$ cat config.mk
export PLATFORM = sky130hd
export DESIGN_NAME = spike_count_classifier
export DESIGN_NICKNAME = d
export VERILOG_FILES = /design/src/rtl/spike_count_classifier.sv
export SDC_FILE = /design/constraint.sdc
export NUM_CORES = 1
export LEC_CHECK = 0
export BUFFER_PORTS_ARGS = -buffer_cell sky130_fd_sc_hd__buf_4
export CORE_AREA = 2 2 76 78
export CTS_CLUSTER_SIZE = 10
export DETAILED_ROUTE_END_ITERATION = 10
export DIE_AREA = 0 0 78 80
export GPL_ROUTABILITY_DRIVEN = 0
export HOLD_SLACK_MARGIN = 0.1
export PLACE_DENSITY_LB_ADDON = 0.3
export SETUP_SLACK_MARGIN = 0.1
export SYNTH_ARGS = -nofsm -noshare
export SYNTH_HDL_FRONTEND = slang
export SYNTH_SLANG_ARGS = --single-unit
$ cat constraint.sdc
create_clock -name clk -period 4 [get_ports clk]
set_clock_uncertainty 0.1 [all_clocks]
set_input_delay 0.2 -clock clk [delete_from_list [all_inputs] [get_ports clk]]
set_output_delay 0.2 -clock clk [all_outputs]
set_load 0.02 [all_outputs]
$ cat src/rtl/spike_count_classifier.sv
// Counts output-layer spikes per neuron over a fixed window, then scans the counters
// sequentially to pick the winning class (lowest index wins ties) and pulses valid.
module spike_count_classifier #(
  parameter int unsigned M      = 3,
  parameter int unsigned WINDOW = 64,
  parameter int unsigned CNT_W  = 8,
  parameter int unsigned IDX_W  = (M > 1) ? $clog2(M) : 1
) (
  input  logic             clk,
  input  logic             reset,
  input  logic             spike_in [M],
  input  logic             start,
  output logic             busy,
  output logic             valid,
  output logic [IDX_W-1:0] class_idx,
  output logic [CNT_W-1:0] class_count,
  output logic             tie
);

  localparam int unsigned TMR_W = $clog2(WINDOW + 1);

  typedef enum logic [1:0] {StIdle, StCount, StCompare, StDone} state_e;

  state_e           state_q, state_d;
  logic [CNT_W-1:0] cnt_q [M];
  logic [TMR_W-1:0] timer_q;
  logic [IDX_W-1:0] cmp_idx_q;
  logic [IDX_W-1:0] best_idx_q, best_idx_d;
  logic [CNT_W-1:0] best_cnt_q, best_cnt_d;
  logic             tie_q, tie_d;
  logic [CNT_W-1:0] cmp_cnt;
  logic             window_end;
  logic             scan_end;

  assign window_end = (timer_q == TMR_W'(WINDOW - 1));
  assign scan_end   = (cmp_idx_q == IDX_W'(M - 1));
  assign cmp_cnt    = cnt_q[cmp_idx_q];

  // State register
  always_ff @(posedge clk) begin
    if (reset) begin
      state_q <= StIdle;
    end else begin
      state_q <= state_d;
    end
  end

  // Next-state logic
  always_comb begin
    state_d = state_q;
    unique case (state_q)
      StIdle:    if (start) state_d = StCount;
      StCount:   if (window_end) state_d = StCompare;
      StCompare: if (scan_end) state_d = StDone;
      StDone:    state_d = StIdle;
      default:   state_d = StIdle;
    endcase
  end

  // Output logic
  always_comb begin
    busy  = (state_q == StCount) || (state_q == StCompare);
    valid = (state_q == StDone);
  end

  // One step of the running max; a later equal count only flags a tie.
  always_comb begin
    best_idx_d = best_idx_q;
    best_cnt_d = best_cnt_q;
    tie_d      = tie_q;
    if (cmp_idx_q == '0) begin
      best_idx_d = '0;
      best_cnt_d = cmp_cnt;
      tie_d      = 1'b0;
    end else if (cmp_cnt > best_cnt_q) begin
      best_idx_d = cmp_idx_q;
      best_cnt_d = cmp_cnt;
      tie_d      = 1'b0;
    end else if (cmp_cnt == best_cnt_q) begin
      tie_d = 1'b1;
    end
  end

  // Datapath: counters, timer, scan registers and held result
  always_ff @(posedge clk) begin
    if (reset) begin
      for (int j = 0; j < M; j++) cnt_q[j] <= '0;
      timer_q     <= '0;
      cmp_idx_q   <= '0;
      best_idx_q  <= '0;
      best_cnt_q  <= '0;
      tie_q       <= 1'b0;
      class_idx   <= '0;
      class_count <= '0;
      tie         <= 1'b0;
    end else begin
      unique case (state_q)
        StIdle: begin
          if (start) begin
            for (int j = 0; j < M; j++) cnt_q[j] <= '0;
            timer_q   <= '0;
            cmp_idx_q <= '0;
          end
        end
        StCount: begin
          for (int j = 0; j < M; j++) begin
            if (spike_in[j] && (cnt_q[j] != '1)) cnt_q[j] <= cnt_q[j] + CNT_W'(1);
          end
          timer_q <= timer_q + TMR_W'(1);
        end
        StCompare: begin
          best_idx_q <= best_idx_d;
          best_cnt_q <= best_cnt_d;
          tie_q      <= tie_d;
          cmp_idx_q  <= cmp_idx_q + IDX_W'(1);
          // Load the result on the last scan step so it is visible alongside valid.
          if (scan_end) begin
            class_idx   <= best_idx_d;
            class_count <= best_cnt_d;
            tie         <= tie_d;
          end
        end
        default: ;
      endcase
    end
  end

endmodule

==> metrics list <==
* Detailed placer's ending HPWL: 4270 um
* Ant diodes: 0
* Post-detailed-route count of antenna-violating nets: 0
* Multi-input gate area in the final layout: 1610 sq um
- TritonCTS built the clock tree.
- In this run the most critical hold path is launched from start.
- For the pin with the worst max-slew slack, the measured transition is 0.732 ns.
* Crit path capture type: flip-flop
- The most used flip-flop cell after synthesis is sky130_fd_sc_hd__dfxtp_1.
* DR WL/cell: between 10 and 15 um
- Clock latency on the worst-skew pair: 0.33 ns
- The top cell types in the final layout, fill and taps aside, are sky130_fd_sc_hd__nor2_1 (46), sky130_fd_sc_hd__dfxtp_1 (35), sky130_fd_sc_hd__edfxtp_1 (24).
* Port-buffer cells: 18
- Buffers added to address setup during post-CTS repair amount to 0.
* Crit path max fanout: 10
* Proportion of power drawn by combinational gates: 34.9%
- The initial antenna violation count is 0.
* Switch share: 38.5%
- Register bit count reported by yosys: 59
- Met3 layer usage reported by global route: around 5.1%
* Maximum frequency from static timing analysis: 0.318 GHz
- DR pass1 iterations: 4
* Reg-to-reg setup timing slack: 0.85 ns
- Entering global routing, the biggest net connects 25 pins.
- Initial DRC count: approximately 150
* Util after Layout: 64.9%
- The analysis attributes to net switching a power of 0.879 mW.
- Number of max-capacitance violations reported: 0
- Setup repair after global routing missed its margin: false
- Registers are responsible for a little over two fifths of the overall power.
* Hold worst-path end: timer_q[2]
- Finished layout cell area: between 3000 and 4000 sq um
- Overall die area: 6240 sq um
- For this design the top-level I/O count stands at 19.
- In this run the deepest clock path goes through 2 buffers.
- Final Setup Violations: 0
* Share of power burned in the clock network: between 20 and 25%
- Clock period minus worst slack: 3.15 ns
* Power Dens Cells: 652 nW/um^2
* Global-route layer with the greatest usage: met2
* Total Wirelength: 6010 um
- The number of hold buffers added after CTS was 1.
- Critical Path Start Type: flip-flop
* Tcrit/Tclk final: 78.7%
* Number of distinct library cell variants in the gate-level netlist after synthesis: 49
- In the final layout, the share of cells above drive strength 1 is 13.5%.
- Post-synth net total: roughly 350
- Clock-pin slew was measured on the worst setup and hold paths at 0.07 ns.
- Core Area: 5410 sq um
* Maximum level of the CTS H-tree: 3
- For the final routed database, the setup TNS stands at 0 ns.
* Commonest non-fill, non-tap cell in the layout: sky130_fd_sc_hd__nor2_1
- The endpoint identified for the worst register-to-register timing path is best_idx_q[0].
* Post-synth EDFFs: 24
* First-pass GRT wire length: ~10000 um
* Post-place instance area: between 3000 and 4000 sq um
- Of all flip-flops after synthesis, the portion carrying an async set or reset was 0%.
- From bottom edge to top edge, the die measures 80 um.
- Top cell type's share of synthesized area: a little under a quarter
* Final hold vios: 0
* Register area: approximately 1400 sq um
- Clock tree synthesis found a total of 59 sinks.
* Relative slew slack: 51.1%
* Initial standard-cell utilization of the core: approximately three fifths
* Combined area of all synthesized cells: 3190 sq um
* Met2 Usage GRT: 33.8%
- After detailed routing, the number of remaining DRC violations is 0.
* GRT Total Usage: 21.4%
* Overall die width: a little under 80 um
* Internal: 1.41 mW
- Layout area overhead: 10.0%
* Filler cell count: between 400 and 500
* Residual overflow from global routing: 0
- Syn_area_per_cell: 9.93 sq um
* Signal arrival time at the worst endpoint: 3.28 ns
- Final Max Tran Viols: 0
* Outcome: finished clean
- Portion of the post-synthesis area used by sequential elements: 44.6%
- Routed via count divided by cell count: between 5 and 6
- In the global route stage, met1 resource usage came out at 28.0%.
- The synthesized design spends more area on one cell type than any other, namely sky130_fd_sc_hd__edfxtp_1.
* Net count reported at finish: 361
- Yosys printed 0 warnings.
* Data required time at the worst endpoint: 4.13 ns
- The worst register-to-register path has a depth of 8.
* VDD IR-drop max: between 0.0003 and 0.0004 V
* Cell types occupying the most area after synthesis: sky130_fd_sc_hd__edfxtp_1 (23%), sky130_fd_sc_hd__dfxtp_1 (22%), sky130_fd_sc_hd__ha_1 (7.1%)
- The via count of the first global-routing pass is 2255.
* Rows: 27
- Total power: 2.28 mW
- Min-Delay Path Class: in -> reg
- Vias: 2320
* Cells after Synth: approximately 320
- For this design the static power due to leakage is 1.37 nW.
* Type of the worst setup path: reg -> reg
- The worst hold path passes through 4 cells.
* CTS resizes: 0
- Hold is met by 0.300 ns.
- Root Driver: sky130_fd_sc_hd__clkbuf_8
* Inserted Clock Buffers: 9
==> metrics by stage <==
stage	std cells	setup WS, ns
after floorplan	321	1.58
after global placement	397	0.997
after detailed placement	397	0.907
after CTS	414	0.888
after global routing	414	0.686
final	414	0.852
==> power by group through the flow <==
stage | logic [mW] | clock network [mW] | registers, mW
detailed placement | 0.786 | 0 | 0.981
finish | 0.797 | 0.513 | 0.974
floorplan | 0.682 | 0 | 0.919
global placement | 0.772 | 0 | 0.980
global route | 0.905 | 0.548 | 0.993
CTS | 0.795 | 0.523 | 0.969
==> critical path, stage by stage (launching register included) <==
cell and delay, ns:
sky130_fd_sc_hd__dfxtp_1 0.58, sky130_fd_sc_hd__mux2i_1 0.14, sky130_fd_sc_hd__o21ai_0 0.44, sky130_fd_sc_hd__ha_1 0.36, sky130_fd_sc_hd__nand4_1 0.17, sky130_fd_sc_hd__nor3_1 0.10, sky130_fd_sc_hd__a31oi_2 0.27, sky130_fd_sc_hd__nand3_1 0.45
sky130_fd_sc_hd__a32o_1 0.43
==> layout make-up <==
| type | instances | area share [%] |
|---|---|---|
| Multi-Input combinational cell | 234 | 45.8 |
| Sequential cell | 59 | 40.5 |
| Clock buffer | 12 | 4.75 |
| Timing Repair Buffer | 20 | 4.35 |
| Tap cell | 72 | 2.57 |
| Inverter | 13 | 1.39 |
| Clock inverter | 4 | 0.607 |
==> worst max path at each step <==
stage	slack, ns	endpoint	from
floorplan	1.58	best_cnt_q[0]	flip-flop
global placement	1.0	best_idx_q[0]	flip-flop
detailed placement	0.91	best_idx_q[1]	flip-flop
CTS	0.89	best_idx_q[0]	flip-flop
global route	0.69	best_idx_q[0]	flip-flop
finish	0.85	best_idx_q[0]	flip-flop
==> flip-flops by register name, indices dropped and copies added, names as in the netlist, named ones only <==
register / flops
cmp_idx_q: 2
tie: 1
tie_q: 1
best_cnt_q: 8
class_idx: 2
best_idx_q: 2
cnt_q: 24
state_q: 2
timer_q: 7
class_count: 8
==> Yosys cell counts (2+ instances only) <==
cell                       instances
sky130_fd_sc_hd__nor2_1           46
sky130_fd_sc_hd__dfxtp_1          35
sky130_fd_sc_hd__edfxtp_1         24
sky130_fd_sc_hd__mux2i_1          20
sky130_fd_sc_hd__nand2_1          20
sky130_fd_sc_hd__o21ai_0          20
sky130_fd_sc_hd__ha_1             18
sky130_fd_sc_hd__nand3_1          18
sky130_fd_sc_hd__inv_1            13
sky130_fd_sc_hd__xor2_1           13
sky130_fd_sc_hd__xnor2_1           9
sky130_fd_sc_hd__and3_1            8
sky130_fd_sc_hd__a21oi_1           7
sky130_fd_sc_hd__a311oi_1          6
sky130_fd_sc_hd__nor3_1            6
sky130_fd_sc_hd__buf_2             4
sky130_fd_sc_hd__buf_6             4
sky130_fd_sc_hd__nand4_1           4
sky130_fd_sc_hd__nor2b_1           4
sky130_fd_sc_hd__clkbuf_1          3
sky130_fd_sc_hd__nand2b_1          3
sky130_fd_sc_hd__o211ai_1          3
sky130_fd_sc_hd__a311oi_2          2
sky130_fd_sc_hd__a32o_1            2
sky130_fd_sc_hd__a32oi_1           2
sky130_fd_sc_hd__buf_1             2
sky130_fd_sc_hd__nor3_2            2
sky130_fd_sc_hd__o211ai_2          2
==> kinds of logic after synthesis <==
| logic type | count (synthesis) | share of synthesized area [%] |
|---|---|---|
| XOR/XNOR | 22 | 6.05 |
| AND/OR/NAND/NOR | 121 | 18.8 |
| multiplexers | 20 | 6.28 |
| AO/OA/AOI/OAI | 53 | 12.1 |
| buffers and inverters | 28 | 5.03 |
| flip-flops | 59 | 44.6 |
| adder cells (fa/ha/maj) | 18 | 7.07 |
==> metal layers <==
metal / wire, um / part of all wire, %
met5: 0 / 0
met4: 123 / 2.0
met3: 184 / 3.1
met2: 2670 / 44
met1: 3040 / 50
Power figures use the tool's default switching activity.
